==> config.mk <==
export PLATFORM = sky130hd
export DESIGN_NAME = uart_cmd_responder_flat
export DESIGN_NICKNAME = d
export VERILOG_FILES = /design/src/rtl/uart_cmd_responder_pkg.sv /design/src/rtl/uart_cmd_responder_if.sv /design/src/rtl/uart_cmd_responder_regfile.sv /design/src/rtl/uart_cmd_responder.sv /design/src/flat_wrapper.sv
export SDC_FILE = /design/constraint.sdc
export NUM_CORES = 1
export LEC_CHECK = 0
export BUFFER_PORTS_ARGS = -buffer_cell sky130_fd_sc_hd__buf_4
export CAP_MARGIN = 25
export CORE_MARGIN = 1.5
export CORE_UTILIZATION = 33
export DETAILED_ROUTE_END_ITERATION = 10
export GPL_TIMING_DRIVEN = 0
export PLACE_DENSITY_LB_ADDON = 0.15
export SETUP_SLACK_MARGIN = 0.3
export SLEW_MARGIN = 20
export SYNTH_ARGS = -nofsm -noshare
export SYNTH_HDL_FRONTEND = slang
export SYNTH_SLANG_ARGS = --single-unit
==> constraint.sdc <==
create_clock -name clock -period 2.8 [get_ports clock]
set_clock_uncertainty 0.1 [all_clocks]
set_input_delay 0.84 -clock clock [delete_from_list [all_inputs] [get_ports clock]]
set_output_delay 0.84 -clock clock [all_outputs]
set_load 0.03 [all_outputs]
==> src/rtl/uart_cmd_responder_pkg.sv <==
// rtl/uart_cmd_responder_pkg.sv - opcode/reply constants and FSM encoding for the UART command responder
package uart_cmd_responder_pkg;

    localparam logic [7:0] OP_WRITE     = 8'h57;
    localparam logic [7:0] OP_READ      = 8'h52;
    localparam logic [7:0] RSP_OK       = 8'h4B;
    localparam logic [7:0] RSP_ERR_ADDR = 8'h21;
    localparam logic [7:0] RSP_ERR_OP   = 8'h3F;

    typedef enum logic [2:0] {
        ST_IDLE     = 3'd0,
        ST_GET_ADDR = 3'd1,
        ST_GET_DATA = 3'd2,
        ST_EXEC     = 3'd3,
        ST_REPLY    = 3'd4
    } state_t;

    // Only W and R open a multi-byte frame; anything else is answered at once.
    function automatic logic is_known_op(input logic [7:0] op);
        return (op == OP_WRITE) || (op == OP_READ);
    endfunction

endpackage

==> src/rtl/uart_cmd_responder_if.sv <==
// rtl/uart_cmd_responder_if.sv - receive/transmit FIFO handshake bundle
interface uart_cmd_responder_if;

    logic [7:0] r_data;
    logic       rx_empty;
    logic       rd;
    logic [7:0] w_data;
    logic       wr;
    logic       tx_full;

    // master: the responder, which pops the RX FIFO and pushes the TX FIFO
    modport master (
        input  r_data,
        input  rx_empty,
        input  tx_full,
        output rd,
        output w_data,
        output wr
    );

    // slave: the FIFO pair
    modport slave (
        output r_data,
        output rx_empty,
        output tx_full,
        input  rd,
        input  w_data,
        input  wr
    );

endinterface

==> src/rtl/uart_cmd_responder_regfile.sv <==
// rtl/uart_cmd_responder_regfile.sv - DEPTH x 8 register bank, one write port, async read, reg0 tap
module uart_cmd_regfile #(
    parameter int DEPTH = 16,
    localparam int AW   = $clog2(DEPTH)
) (
    input  logic          clock,
    input  logic          reset,
    input  logic          we,
    input  logic [AW-1:0] addr,
    input  logic [7:0]    wdata,
    output logic [7:0]    rdata,
    output logic [7:0]    reg0
);

    logic [7:0] mem [DEPTH];

    // Bank storage: cleared by reset, written only on the single write port.
    always_ff @(posedge clock) begin
        if (reset) begin
            for (int i = 0; i < DEPTH; i++) begin
                mem[i] <= 8'h00;
            end
        end else if (we) begin
            mem[addr] <= wdata;
        end
    end

    assign rdata = mem[addr];
    assign reg0  = mem[0];

endmodule

==> src/rtl/uart_cmd_responder.sv <==
// rtl/uart_cmd_responder.sv - UART command frame parser, register access and single-byte replier
module uart_cmd_responder
    import uart_cmd_responder_pkg::*;
#(
    parameter int DEPTH   = 16,
    parameter int TIMEOUT = 50_000_000
) (
    input  logic                  clock,
    input  logic                  reset,
    uart_cmd_responder_if.master  bus,
    output logic [7:0]            reg0_out,
    output logic                  busy
);

    localparam int AW = $clog2(DEPTH);
    localparam int TW = (TIMEOUT > 2) ? $clog2(TIMEOUT) : 1;
    localparam logic [TW-1:0] TO_LAST = TW'(TIMEOUT - 1);

    state_t        state;
    state_t        state_next;
    logic [7:0]    op_q;
    logic [7:0]    addr_q;
    logic [7:0]    data_q;
    logic [7:0]    reply_q;
    logic [7:0]    reply_next;
    logic          rd_q;
    logic          rd_next;
    logic          wr_q;
    logic          wr_next;
    logic [TW-1:0] tmo_q;
    logic          consume;
    logic          in_frame;
    logic          timed_out;
    logic          addr_ok;
    logic          reg_we;
    logic [7:0]    reg_rdata;

    // A byte is taken only when the previous cycle did not pop, since the
    // FIFO head only advances on the edge that ends the rd cycle.
    assign consume = ((state == ST_IDLE) || (state == ST_GET_ADDR) || (state == ST_GET_DATA))
                     && !bus.rx_empty && !rd_q;
    assign in_frame  = (state == ST_GET_ADDR) || (state == ST_GET_DATA);
    assign timed_out = in_frame && !consume && (tmo_q == TO_LAST);
    // Full 8-bit compare so out-of-range addresses never alias onto the bank.
    assign addr_ok   = ({1'b0, addr_q} < 9'(DEPTH));

    // State register.
    always_ff @(posedge clock) begin
        if (reset) begin
            state <= ST_IDLE;
        end else begin
            state <= state_next;
        end
    end

    // Next-state logic: frame parsing, timeout abort, reply hand-off.
    always_comb begin
        state_next = state;
        case (state)
            ST_IDLE: begin
                if (consume) begin
                    state_next = is_known_op(bus.r_data) ? ST_GET_ADDR : ST_REPLY;
                end
            end
            ST_GET_ADDR: begin
                if (consume) begin
                    state_next = (op_q == OP_WRITE) ? ST_GET_DATA : ST_EXEC;
                end else if (timed_out) begin
                    state_next = ST_IDLE;
                end
            end
            ST_GET_DATA: begin
                if (consume) begin
                    state_next = ST_EXEC;
                end else if (timed_out) begin
                    state_next = ST_IDLE;
                end
            end
            ST_EXEC:  state_next = ST_REPLY;
            ST_REPLY: begin
                if (wr_q) begin
                    state_next = ST_IDLE;
                end
            end
            default:  state_next = ST_IDLE;
        endcase
    end

    // Output logic: pop/push strobes, register write enable, reply byte select.
    // wr is armed on the edge into (or while in) REPLY so the push lands in
    // the first REPLY cycle; we are the only writer, so tx_full cannot rise
    // underneath an armed push.
    always_comb begin
        rd_next    = consume;
        wr_next    = (state_next == ST_REPLY) && !bus.tx_full;
        reg_we     = (state == ST_EXEC) && (op_q == OP_WRITE) && addr_ok;
        reply_next = reply_q;
        if ((state == ST_IDLE) && consume && !is_known_op(bus.r_data)) begin
            reply_next = RSP_ERR_OP;
        end else if (state == ST_EXEC) begin
            if (!addr_ok) begin
                reply_next = RSP_ERR_ADDR;
            end else if (op_q == OP_WRITE) begin
                reply_next = RSP_OK;
            end else begin
                reply_next = reg_rdata;
            end
        end
    end

    // Datapath registers: strobes, frame bytes, reply byte, inactivity counter.
    always_ff @(posedge clock) begin
        if (reset) begin
            rd_q    <= 1'b0;
            wr_q    <= 1'b0;
            reply_q <= 8'h00;
            op_q    <= 8'h00;
            addr_q  <= 8'h00;
            data_q  <= 8'h00;
            tmo_q   <= '0;
        end else begin
            rd_q    <= rd_next;
            wr_q    <= wr_next;
            reply_q <= reply_next;
            if (consume) begin
                case (state)
                    ST_IDLE:     op_q   <= bus.r_data;
                    ST_GET_ADDR: addr_q <= bus.r_data;
                    ST_GET_DATA: data_q <= bus.r_data;
                    default:     ;
                endcase
            end
            if (consume || !in_frame) begin
                tmo_q <= '0;
            end else if (tmo_q != '1) begin
                tmo_q <= tmo_q + 1'b1;
            end
        end
    end

    uart_cmd_regfile #(
        .DEPTH (DEPTH)
    ) u_regfile (
        .clock (clock),
        .reset (reset),
        .we    (reg_we),
        .addr  (addr_q[AW-1:0]),
        .wdata (data_q),
        .rdata (reg_rdata),
        .reg0  (reg0_out)
    );

    assign bus.rd     = rd_q;
    assign bus.wr     = wr_q;
    assign bus.w_data = reply_q;
    assign busy       = (state != ST_IDLE);

endmodule

==> src/flat_wrapper.sv <==
// flat-port wrapper written by rule: the top's interface ports become plain ports
module uart_cmd_responder_flat import uart_cmd_responder_pkg::*;
#(
    parameter int DEPTH   = 16,
    parameter int TIMEOUT = 50_000_000
)
  (clock, reset, reg0_out, busy, bus_r_data, bus_rx_empty, bus_tx_full, bus_rd, bus_w_data, bus_wr);
  uart_cmd_responder_if bus_i ();
  input  logic clock;
  input  logic reset;
  output logic [7:0] reg0_out;
  output logic busy;
  input wire logic [$bits(bus_i.r_data)-1:0] bus_r_data;
  input wire logic [$bits(bus_i.rx_empty)-1:0] bus_rx_empty;
  input wire logic [$bits(bus_i.tx_full)-1:0] bus_tx_full;
  output wire logic [$bits(bus_i.rd)-1:0] bus_rd;
  output wire logic [$bits(bus_i.w_data)-1:0] bus_w_data;
  output wire logic [$bits(bus_i.wr)-1:0] bus_wr;
  assign bus_i.r_data = bus_r_data;
  assign bus_i.rx_empty = bus_rx_empty;
  assign bus_i.tx_full = bus_tx_full;
  assign bus_rd = bus_i.rd;
  assign bus_w_data = bus_i.w_data;
  assign bus_wr = bus_i.wr;
  uart_cmd_responder #(.DEPTH(DEPTH), .TIMEOUT(TIMEOUT)) u_core (.clock(clock), .reset(reset), .bus(bus_i), .reg0_out(reg0_out), .busy(busy));
endmodule
==> results of run 1 <==
final cells by class:
class	instances	area (um2)	area share (%)
Tap cell	335	419	3.98
Sequential cell	195	5180	49.2
Clock inverter	14	165	1.57
Inverter	10	41.3	0.392
Timing Repair Buffer	51	470	4.47
Multi-Input combinational cell	490	3580	34.0
Clock buffer	18	429	4.07
Buffer	42	243	2.30
placed cells by master (no fill, tap or decap), types with 4 or more instances in the layout:
master	count
nor2_1	151
edfxtp_1	128
dfxtp_1	67
nand2_1	47
buf_4	47
and2_1	34
mux4_2	32
mux2i_1	29
nand3_1	26
a21oi_1	19
clkbuf_16	17
clkbuf_1	15
o21ai_4	12
nor3_1	12
clkbuf_2	10
xnor2_1	10
inv_1	9
o21ai_0	9
nand4_1	8
buf_2	7
xor2_1	7
buf_12	7
nor2b_1	6
buf_6	6
a31oi_1	6
nand2_4	5
a311oi_1	5
and3_1	4
inv_6	4
routing by layer:
metal  up-vias  global-route usage, %  wire length [um]
met5         -                      0                 0
met4         0                   8.11               884
met3        34                   3.29              1470
met2       197                   31.2             12500
met1      3069                   24.7             10900
li1       2833                      -                 -
power breakdown:
part	switching, mW	leakage [nW]	internal [mW]
logic	0.182	1.49	0.128
registers	0.0423	1.78	3.16
clock network	1.20	0.287	1.28
what timing repair did:
item	4_1_cts	5_1_grt
buffers inserted	17	2
pin swaps	11	1
endpoints found under the setup margin	209	138
gates resized for setup	54	31
hold buffers	0	0
synthesized netlist by cell type (3+ instances only):
cell       instances  share of area [%]
nor2_1           153                6.6
edfxtp_1         128                 44
dfxtp_1           67                 15
nand2_1           54                2.3
and2_1            34                2.4
mux4_2            32                8.2
mux2i_1           29                3.3
nand3_1           28                1.6
clkbuf_1          25                1.1
o21ai_0           23                1.3
a21oi_1           19                1.1
nor3_1            13               0.74
buf_2             11               0.63
inv_1             10               0.43
xnor2_1           10                1.0
nand4_1            8               0.57
xor2_1             7               0.70
a31oi_1            6               0.43
nor2b_1            6               0.43
a311oi_1           5               0.50
and3_1             4               0.29
a221oi_1           3               0.30
a31o_2             3               0.30
buf_6              3               0.39
nand4bb_1          3               0.39
nor4_1             3               0.21
or2_2              3               0.21
or4_1              3               0.26
cell families (layout without fill, tap and decap cells):
family                     after synthesis  in the layout  synth area share [%]
muxes                                   64             64                  12.0
xor gates and xnor gates                17             17                  1.70
and+or+nand+nor                        334            334                  18.6
adders and majority gates                1              1                 0.143
buffers and inverters                   52            135                  2.69
AOI/OAI and AO/OA                       74             74                  5.51
DFF                                    195            195                  59.3
critical path: cells and delay by family (launching register included):
kind | cells | cell delay [ns]
and+or+nand+nor | 2 | 0.83
buffers and inverters | 2 | 1.05
DFF | 1 | 0.31
through the flow:
step | std cells | setup WS, ns | hold slack (ns) | cell area [um2] | power (mW)
finish | 1155 | 0.371 | 0.354 | 10500 | 5.98
global route | 1155 | 0.299 | 0.373 | 10500 | 6.17
CTS | 1153 | 0.236 | 0.355 | 10400 | 6.03
detailed placement | 1104 | -0.811 | 0.345 | 9400 | 3.53
global placement | 1102 | -1.09 | 0.341 | 9390 | 3.52
floorplan | 737 | 0.202 | 0.331 | 8740 | 3.40
state kept, by name, summed over array words and instances, names as in the netlist, named ones only:
register	cells
u_core.u_regfile.mem	128
u_core.tmo_q	26
u_core.addr_q	8
u_core.bus.w_data	8
u_core.data_q	8
u_core.op_q	8
u_core.state	3
u_core.bus.rd	1
u_core.bus.wr	1
path summary, 6_finish.rpt:
path | to | slack, ns | cells past startpoint
max | u_core.u_regfile.mem[1][4]$_SDFFCE_PN0P_ | 0.37 | 4
min | u_core.op_q[5]$_SDFFE_PP0P_ | 0.35 | 2
max reg2reg | u_core.u_regfile.mem[1][4]$_SDFFCE_PN0P_ | 0.37 | 4
min reg2reg | u_core.op_q[5]$_SDFFE_PP0P_ | 0.35 | 2
==> metrics, run 1 <==
status finished clean; H-tree levels 4; period utilization 86.8%; Die W about 170 um; HPWL Detailed 18.3 mm; startpoint types flop; Post-Route WL 25.7 mm; fin. max-slew vios 0; total CTS buffers 17; synth warn 0; f_max 412 MHz; Syn Area/Cell 11.9 um2; Die ar. ~27000 um2; Avg Vias per Cell 5.31; Max-Cap Viols 0; Initial DRC Count 641; #FFs+latches synth just under 200; crit-path cells clkbuf_1 -> clkbuf_1 -> nand2_1 -> nor2_1; worst skew pair latency 0.43 ns; HP Class flop to flop; Fill cells 2498; Mapped Cells 737; clock-pin slew on the worst setup and hold paths about 0.080 ns; port bufs 30; largest stage delay on the critical path ~0.74 ns; synthesized net count between 700 and 800; CTS Buffer Depth 2; Core Util, Final between 40% and 50%; Total GRT Usage 19.0%; Post-synth EDFFs roughly 130; wire per inst ~22 um; Power Density 568 nW/um2; number of inserted diodes 0; DR pass1 iterations 5; CP max FO 10; synthesized cell area just under 9000 um2; most used cell, CP clkbuf_1; antenna-violating nets left 0; Worst EP arrival 2.61 ns; library cells used by synthesis approximately 60; Crit path required time 2.98 ns; # clock sinks 195; main flop type after synthesis edfxtp_1; worst-margin pin slew between 0.9 and 1 ns; first-pass GRT wire length 38.4 mm; CTS root buffer clkbuf_16; final worst path period need 2.43 ns; drt drc 0; worst vdd ir 0.286 mV; CTS tree done; min-delay src u_core.op_q[5]$_SDFFE_PP0P_; sequential area share after synthesis 59.3%; Slew headroom 38.6%; Die Ht 166 um; io pins 31; CP max-delay cell clkbuf_1; FP Rows 59; Starting Density 33.5%; Async SR Flop Fraction 0%; RSZ-0062 raised after global routing true; Reg2Reg Launch Point u_core.addr_q[0]$_SDFFE_PP0P_; via count 6133; Syn-to-layout area delta 20.5%; RD Place Congestion 0.822; CP Class flop to flop; setup tns final 0 ns; number of global-route vias before repair between 6000 and 7000; Final Setup Violations 0; Core Footprint 26100 um2; Nets 820; largest net degree at the start of global routing 20; GR Overflow Total 0; leakage power between 3 and 4 nW; Critical Path End Type flop; share of cells above drive strength 1 a little under a quarter; Crit. Startpoint u_core.addr_q[0]$_SDFFE_PP0P_; Final Hold Fails 0; initial antenna violation count 1
(Power assumes the default switching activity.)
==> run 2: changes to the inputs <==
==> constraint.sdc (replaced) <==
create_clock -name clock -period 2.8 [get_ports clock]
set_clock_uncertainty 0.1 [all_clocks]
set_input_delay 0.42 -clock clock [delete_from_list [all_inputs] [get_ports clock]]
set_output_delay 0.42 -clock clock [all_outputs]
set_load 0.03 [all_outputs]
==> metrics, run 2 (synthesis results as in run 1) <==
status finished clean; DR pass1 iterations 5 (unchanged); # hold bufs at CTS 0 (unchanged); Max-Cap Viols 0 (unchanged); Reg2Reg Setup Slack 0.36 ns (about the same); Die Ht 166 um (unchanged); commonest non-fill, non-tap cell in the layout nor2_1; largest stage delay on the critical path 0.52 ns (-0.22 ns); clock share of power 41.3% (about the same); Post-Route WL 25.7 mm (about the same); Die W 166 um (unchanged); non-filler cells, final 1157 (+0.17%); end of the worst hold path u_core.bus.wr$_SDFF_PP0_; number of global-route vias before repair 6168 (-0.32%); Starting Density 33.5% (unchanged); Final Setup Violations 0 (unchanged); fin. max-slew vios 0 (unchanged); f_max 410 MHz (-0.48%); H-tree levels 4 (unchanged); Top Registers u_core.u_regfile.mem (128), u_core.tmo_q (26); Final WS setup 0.359 ns (-0.0117 ns); Initial DRC Count 498 (-22%); GR Overflow Total 0 (unchanged); CTS Buffer Depth 2 (unchanged); Nets 821 (+0.12%); io pins 31 (unchanged); period utilization 87.2% (+0.42 points); initial antenna violation count 1 (unchanged); share of cells above drive strength 1 23.3% (-0.39 points); leakage power 3.57 nW (+0.36%); Critical Path End Type flop; first-pass GRT wire length 38.5 mm (about the same); largest net degree at the start of global routing 22 (+10%); Power Density 565 nW/um2 (-0.52%); CP max FO 10 (unchanged); Total GRT Usage 19.1% (+0.15 points); final worst path period need 2.44 ns (+0.0117 ns); Seq pwr share 53.4% (about the same); reg-to-reg endpoint u_core.bus.w_data[3]$_SDFFE_PP0P_; CP top delay family multiplexers; crit-path cells buf_6 -> buf_4 -> mux4_2 -> mux2i_1 -> mux2i_1 -> o21ai_0 -> o21ai_0; antenna-violating nets left 0 (unchanged); Hold WS 0.0245 ns (-0.330 ns); CP Class flop to flop; FF-to-FF path depth 7 (+3); port bufs 30 (unchanged); FP Rows 59 (unchanged); worst skew pair latency 0.44 ns (about the same); placed cells 1103 (-0.091%); commonest cells after routing, fill and taps aside nor2_1 (152), edfxtp_1 (128), dfxtp_1 (67), nand2_1 (44), buf_4 (43); worst path bufs/invs 2 (unchanged); Worst EP arrival 2.66 ns (+0.05 ns); setup tns final 0 ns (unchanged); Hold Path Stages 2 (unchanged); switching share of power 24.8% (+1.0 points); Core Footprint 26100 um2 (unchanged); wire per inst 22.2 um (-0.16%); CTS tree done; Avg Vias per Cell 5.33 (+0.38%); startpoint types flop; worst-margin pin slew 0.863 ns (-0.0578 ns); HP Class input port to flop; Most flops, register u_core.u_regfile.mem; pre-CTS WS -0.828 ns (-0.0163 ns); Slew headroom 42.4% (+3.7 points); HPWL Detailed 18.3 mm (-0.15%); CTS root buffer clkbuf_16; Final Hold Fails 0 (unchanged); clock-pin slew on the worst setup and hold paths 0.09 ns (about the same); via count 6167 (+0.55%); drt drc 0 (unchanged); Placed Area 9390 um2 (about the same); RD Place Congestion 0.851 (+3.5%); RSZ-0062 raised after global routing true; # clock sinks 195 (unchanged); Syn-to-layout area delta 21.4%; total CTS buffers 17 (unchanged); Psw 1.48 mW (+4.5%); combinational power share 5.3% (about the same); Crit path required time 3.02 ns (+0.04 ns); CP max-delay cell mux4_2; Internal 4.51 mW (-1.2%); Die ar. 27500 um2 (unchanged); final instance area 10600 um2 (+0.71%); min-delay src bus_tx_full; max reg flops 128 (unchanged); worst vdd ir 0.332 mV (+16%)
[run 2: power groups by stage]
stage                     combinational [mW]  sequential [mW]  clock, mW
final                                  0.315             3.20       2.48
after global routing                   0.333             3.21       2.66
after CTS                              0.304             3.20       2.53
after detailed placement               0.256             3.27          0
after global placement                 0.252             3.27          0
after floorplan                        0.124             3.28          0
[run 2: what timing repair did]
item	in CTS	in global routing
gates resized for setup	57	24
endpoints found under the setup margin	228	129
endpoints found under the hold margin	0	0
pin swaps	11	5
setup buffers	15	6
[run 2: worst max path at each step]
stage                                                      endpoint  slack, ns  cells after the start
after global routing      u_core.u_regfile.mem[14][1]$_SDFFCE_PN0P_       0.26                      5
final                             u_core.bus.w_data[3]$_SDFFE_PP0P_       0.36                      7
after global placement     u_core.u_regfile.mem[9][4]$_SDFFCE_PN0P_      -1.09                      6
after CTS                  u_core.u_regfile.mem[7][4]$_SDFFCE_PN0P_       0.29                      4
after floorplan            u_core.u_regfile.mem[8][0]$_SDFFCE_PN0P_       0.22                      6
after detailed placement  u_core.u_regfile.mem[12][3]$_SDFFCE_PN0P_      -0.83                      6
[run 2: metrics by stage]
stage                     utilization [%]  total power, mW
after floorplan                         -             3.40
after global routing                 40.7             6.20
after CTS                            40.1             6.04
after global placement               36.0             3.52
final                                40.7             6.00
after detailed placement             36.0             3.53
[run 2: final cells by class]
type / instances / area (um2)
diodes: 1 / 2.50
plain buffers: 42 / 248
clock buffers: 18 / 429
clock inverters: 14 / 169
fillers: 2472 / 15500
inverters: 10 / 37.5
multi-input cells: 490 / 3580
flip-flops and latches: 195 / 5180
well taps: 335 / 419
repair buffers: 52 / 541
[run 2: per-layer routing]
layer,part of all wire (%),GRT usage [%]
met5,0,0
met4,3.5,8.11
met3,5.6,3.36
met2,51,33.1
met1,40,23.4
==> run 3: changes to the inputs <==
- clock period: 2.8 -> 2 ns (I/O delays scaled with it)
==> metrics, run 3 (synthesis results as in run 1) <==
status finished, violations left; failing checks negative setup slack; Fill cells 2178 (-12%); Total GRT Usage 21.2% (+2.1 points); period utilization 111% (+24 points); non-filler cells, final 1250 (+8.0%); crit-path cells buf_6 -> and3b_2 -> nand2_4 -> nor4bb_1 -> buf_4 -> buf_12 -> nand3_4 -> o21ai_4 -> buf_12; startpoint types flop; Die W 166 um (unchanged); Worst Setup EP u_core.u_regfile.mem[14][3]$_SDFFCE_PN0P_; H-tree levels 4 (unchanged); worst skew pair latency 0.44 ns (about the same); commonest non-fill, non-tap cell in the layout edfxtp_1; number of global-route vias before repair 6791 (+10%); Crit. Startpoint u_core.state[0]$_SDFF_PP0_; HPWL Detailed 18.3 mm (-0.13%); worst vdd ir 0.410 mV (+23%); RSZ-0062 raised after global routing true; Die ar. 27500 um2 (unchanged); Syn-to-layout area delta 52.2%; Slew headroom 52.3% (+9.9 points); Final Hold Fails 0 (unchanged); final worst path period need 2.23 ns (-0.214 ns); Post-Route WL 29.2 mm (+13%); first-pass GRT wire length 42.9 mm (+12%); Max-Cap Viols 0 (unchanged); Crit path required time 2.05 ns (-0.97 ns); Die Ht 166 um (unchanged); Reg2Reg Setup Slack -0.23 ns (-0.59 ns); max reg flops 128 (unchanged); Most flops, register u_core.u_regfile.mem; FF-to-FF path depth 9 (+2); GR Overflow Total 0 (unchanged); worst-margin pin slew 0.714 ns (-0.148 ns); total power 8.37 mW (+40%); f_max 449 MHz (+9.6%); pre-CTS WS -0.742 ns (+0.0857 ns); via count 6695 (+8.6%); Reg2Reg Launch Point u_core.state[0]$_SDFF_PP0_; worst path bufs/invs 4 (+2); RD Place Congestion 0.845 (-0.74%); Final Setup Violations 203 (+203); drt drc 0 (unchanged); leakage power 4.47 nW (+25%); Nets 915 (+11%); CP top delay family simple AND/OR/NAND/NOR gates; number of inserted diodes 0 (-1); share of cells above drive strength 1 53.7% (+30 points); Placed Area 9870 um2 (+5.1%); fin. max-slew vios 0 (unchanged); CP max FO 9 (-1); # clock sinks 195 (unchanged); CTS root buffer clkbuf_16; Worst EP arrival 2.28 ns (-0.38 ns); Starting Density 33.5% (unchanged); Final WS setup -0.227 ns (-0.586 ns); wire per inst 23.4 um (+5.0%); final instance area 13300 um2 (+25%); clock-pin slew on the worst setup and hold paths 0.08 ns (about the same); largest net degree at the start of global routing 21 (-4.5%); Power Density 629 nW/um2 (+11%); commonest cells after routing, fill and taps aside edfxtp_1 (128), buf_4 (82), nor2_4 (75), nor2_1 (61), nand2_1 (40); port bufs 30 (unchanged); antenna-violating nets left 0 (unchanged); Hold WS 0.0425 ns (+0.0180 ns); HP Class input port to flop; placed cells 1102 (-0.091%); most used cell, CP buf_12; CP Class flop to flop; Critical Path End Type flop; total CTS buffers 17 (unchanged); FP Rows 59 (unchanged); DR pass1 iterations 5 (unchanged); CP max-delay cell dfxtp_2; Initial DRC Count 427 (-14%); io pins 31 (unchanged); Core Footprint 26100 um2 (unchanged); largest stage delay on the critical path 0.32 ns (-0.20 ns); initial antenna violation count 0 (-1); CTS tree done; Avg Vias per Cell 5.36 (+0.48%); Levels on crit path 9 (+2); CTS Buffer Depth 2 (unchanged); Top Registers u_core.u_regfile.mem (128), u_core.tmo_q (26); reg-to-reg endpoint u_core.u_regfile.mem[14][3]$_SDFFCE_PN0P_
[run 3: worst reg2reg max path: stages, from the launching register on]
cell and delay, ns:
dfxtp_2 0.32, buf_6 0.13, and3b_2 0.24, nand2_4 0.09
nor4bb_1 0.30, buf_4 0.21, buf_12 0.12, nand3_4 0.09
o21ai_4 0.20, buf_12 0.14
[run 3: area by class of cell]
class,count,area (um2),area share [%]
Buffer,42,492,3.70
Clock buffer,17,425,3.20
Clock inverter,15,159,1.19
Inverter,10,45.0,0.339
Multi-Input combinational cell,490,4840,36.4
Sequential cell,195,5250,39.4
Tap cell,335,419,3.15
Timing Repair Buffer,146,1670,12.6
[run 3: what timing repair did]
item | CTS | global route
gates cloned | 6 | 2
hold buffers | 1 | 0
resized for setup | 222 | 180
buffers inserted | 84 | 23
endpoints found under the setup margin | 313 | 314
hold endpoints to repair | 1 | 0
pin swaps | 83 | 49
[run 3: how the worst min path moves through the flow]
stage	cells after the start	slack [ns]	end	start
after global routing	3	0.05	u_core.op_q[7]$_SDFFE_PP0P_	bus_r_data[7]
final	3	0.04	u_core.addr_q[7]$_SDFFE_PP0P_	bus_r_data[7]
after floorplan	1	0.27	u_core.bus.wr$_SDFF_PP0_	bus_tx_full
after global placement	2	0.34	u_core.op_q[7]$_SDFFE_PP0P_	u_core.op_q[7]$_SDFFE_PP0P_
after detailed placement	2	0.35	u_core.op_q[0]$_SDFFE_PP0P_	u_core.op_q[0]$_SDFFE_PP0P_
after CTS	3	0.03	u_core.addr_q[7]$_SDFFE_PP0P_	bus_r_data[7]
[run 3: metal layers]
layer	vias up	wire length [um]	part of all wire (%)	GRT usage, %
met3	42	1220	4.2	3.46
met4	0	933	3.2	8.70
met2	180	15100	52	36.3
met1	3421	12000	41	26.6
met5	-	0	0	0
li1	3052	-	-	-
[run 3: stage by stage]
| step | TNS [ns] | util (%) |
|---|---|---|
| floorplan | -4.27 | - |
| detailed placement | -90.12 | 37.9 |
| global route | -35.76 | 51.1 |
| CTS | -20.49 | 47.5 |
| finish | -26.17 | 51.1 |
| global placement | -94.45 | 37.9 |
[run 3: report_power, final]
group / internal [mW] / switching [mW] / total (mW)
Combinational: 0.227 / 0.278 / 0.505
Clock: 1.68 / 1.71 / 3.40
Sequential: 4.41 / 0.0642 / 4.47
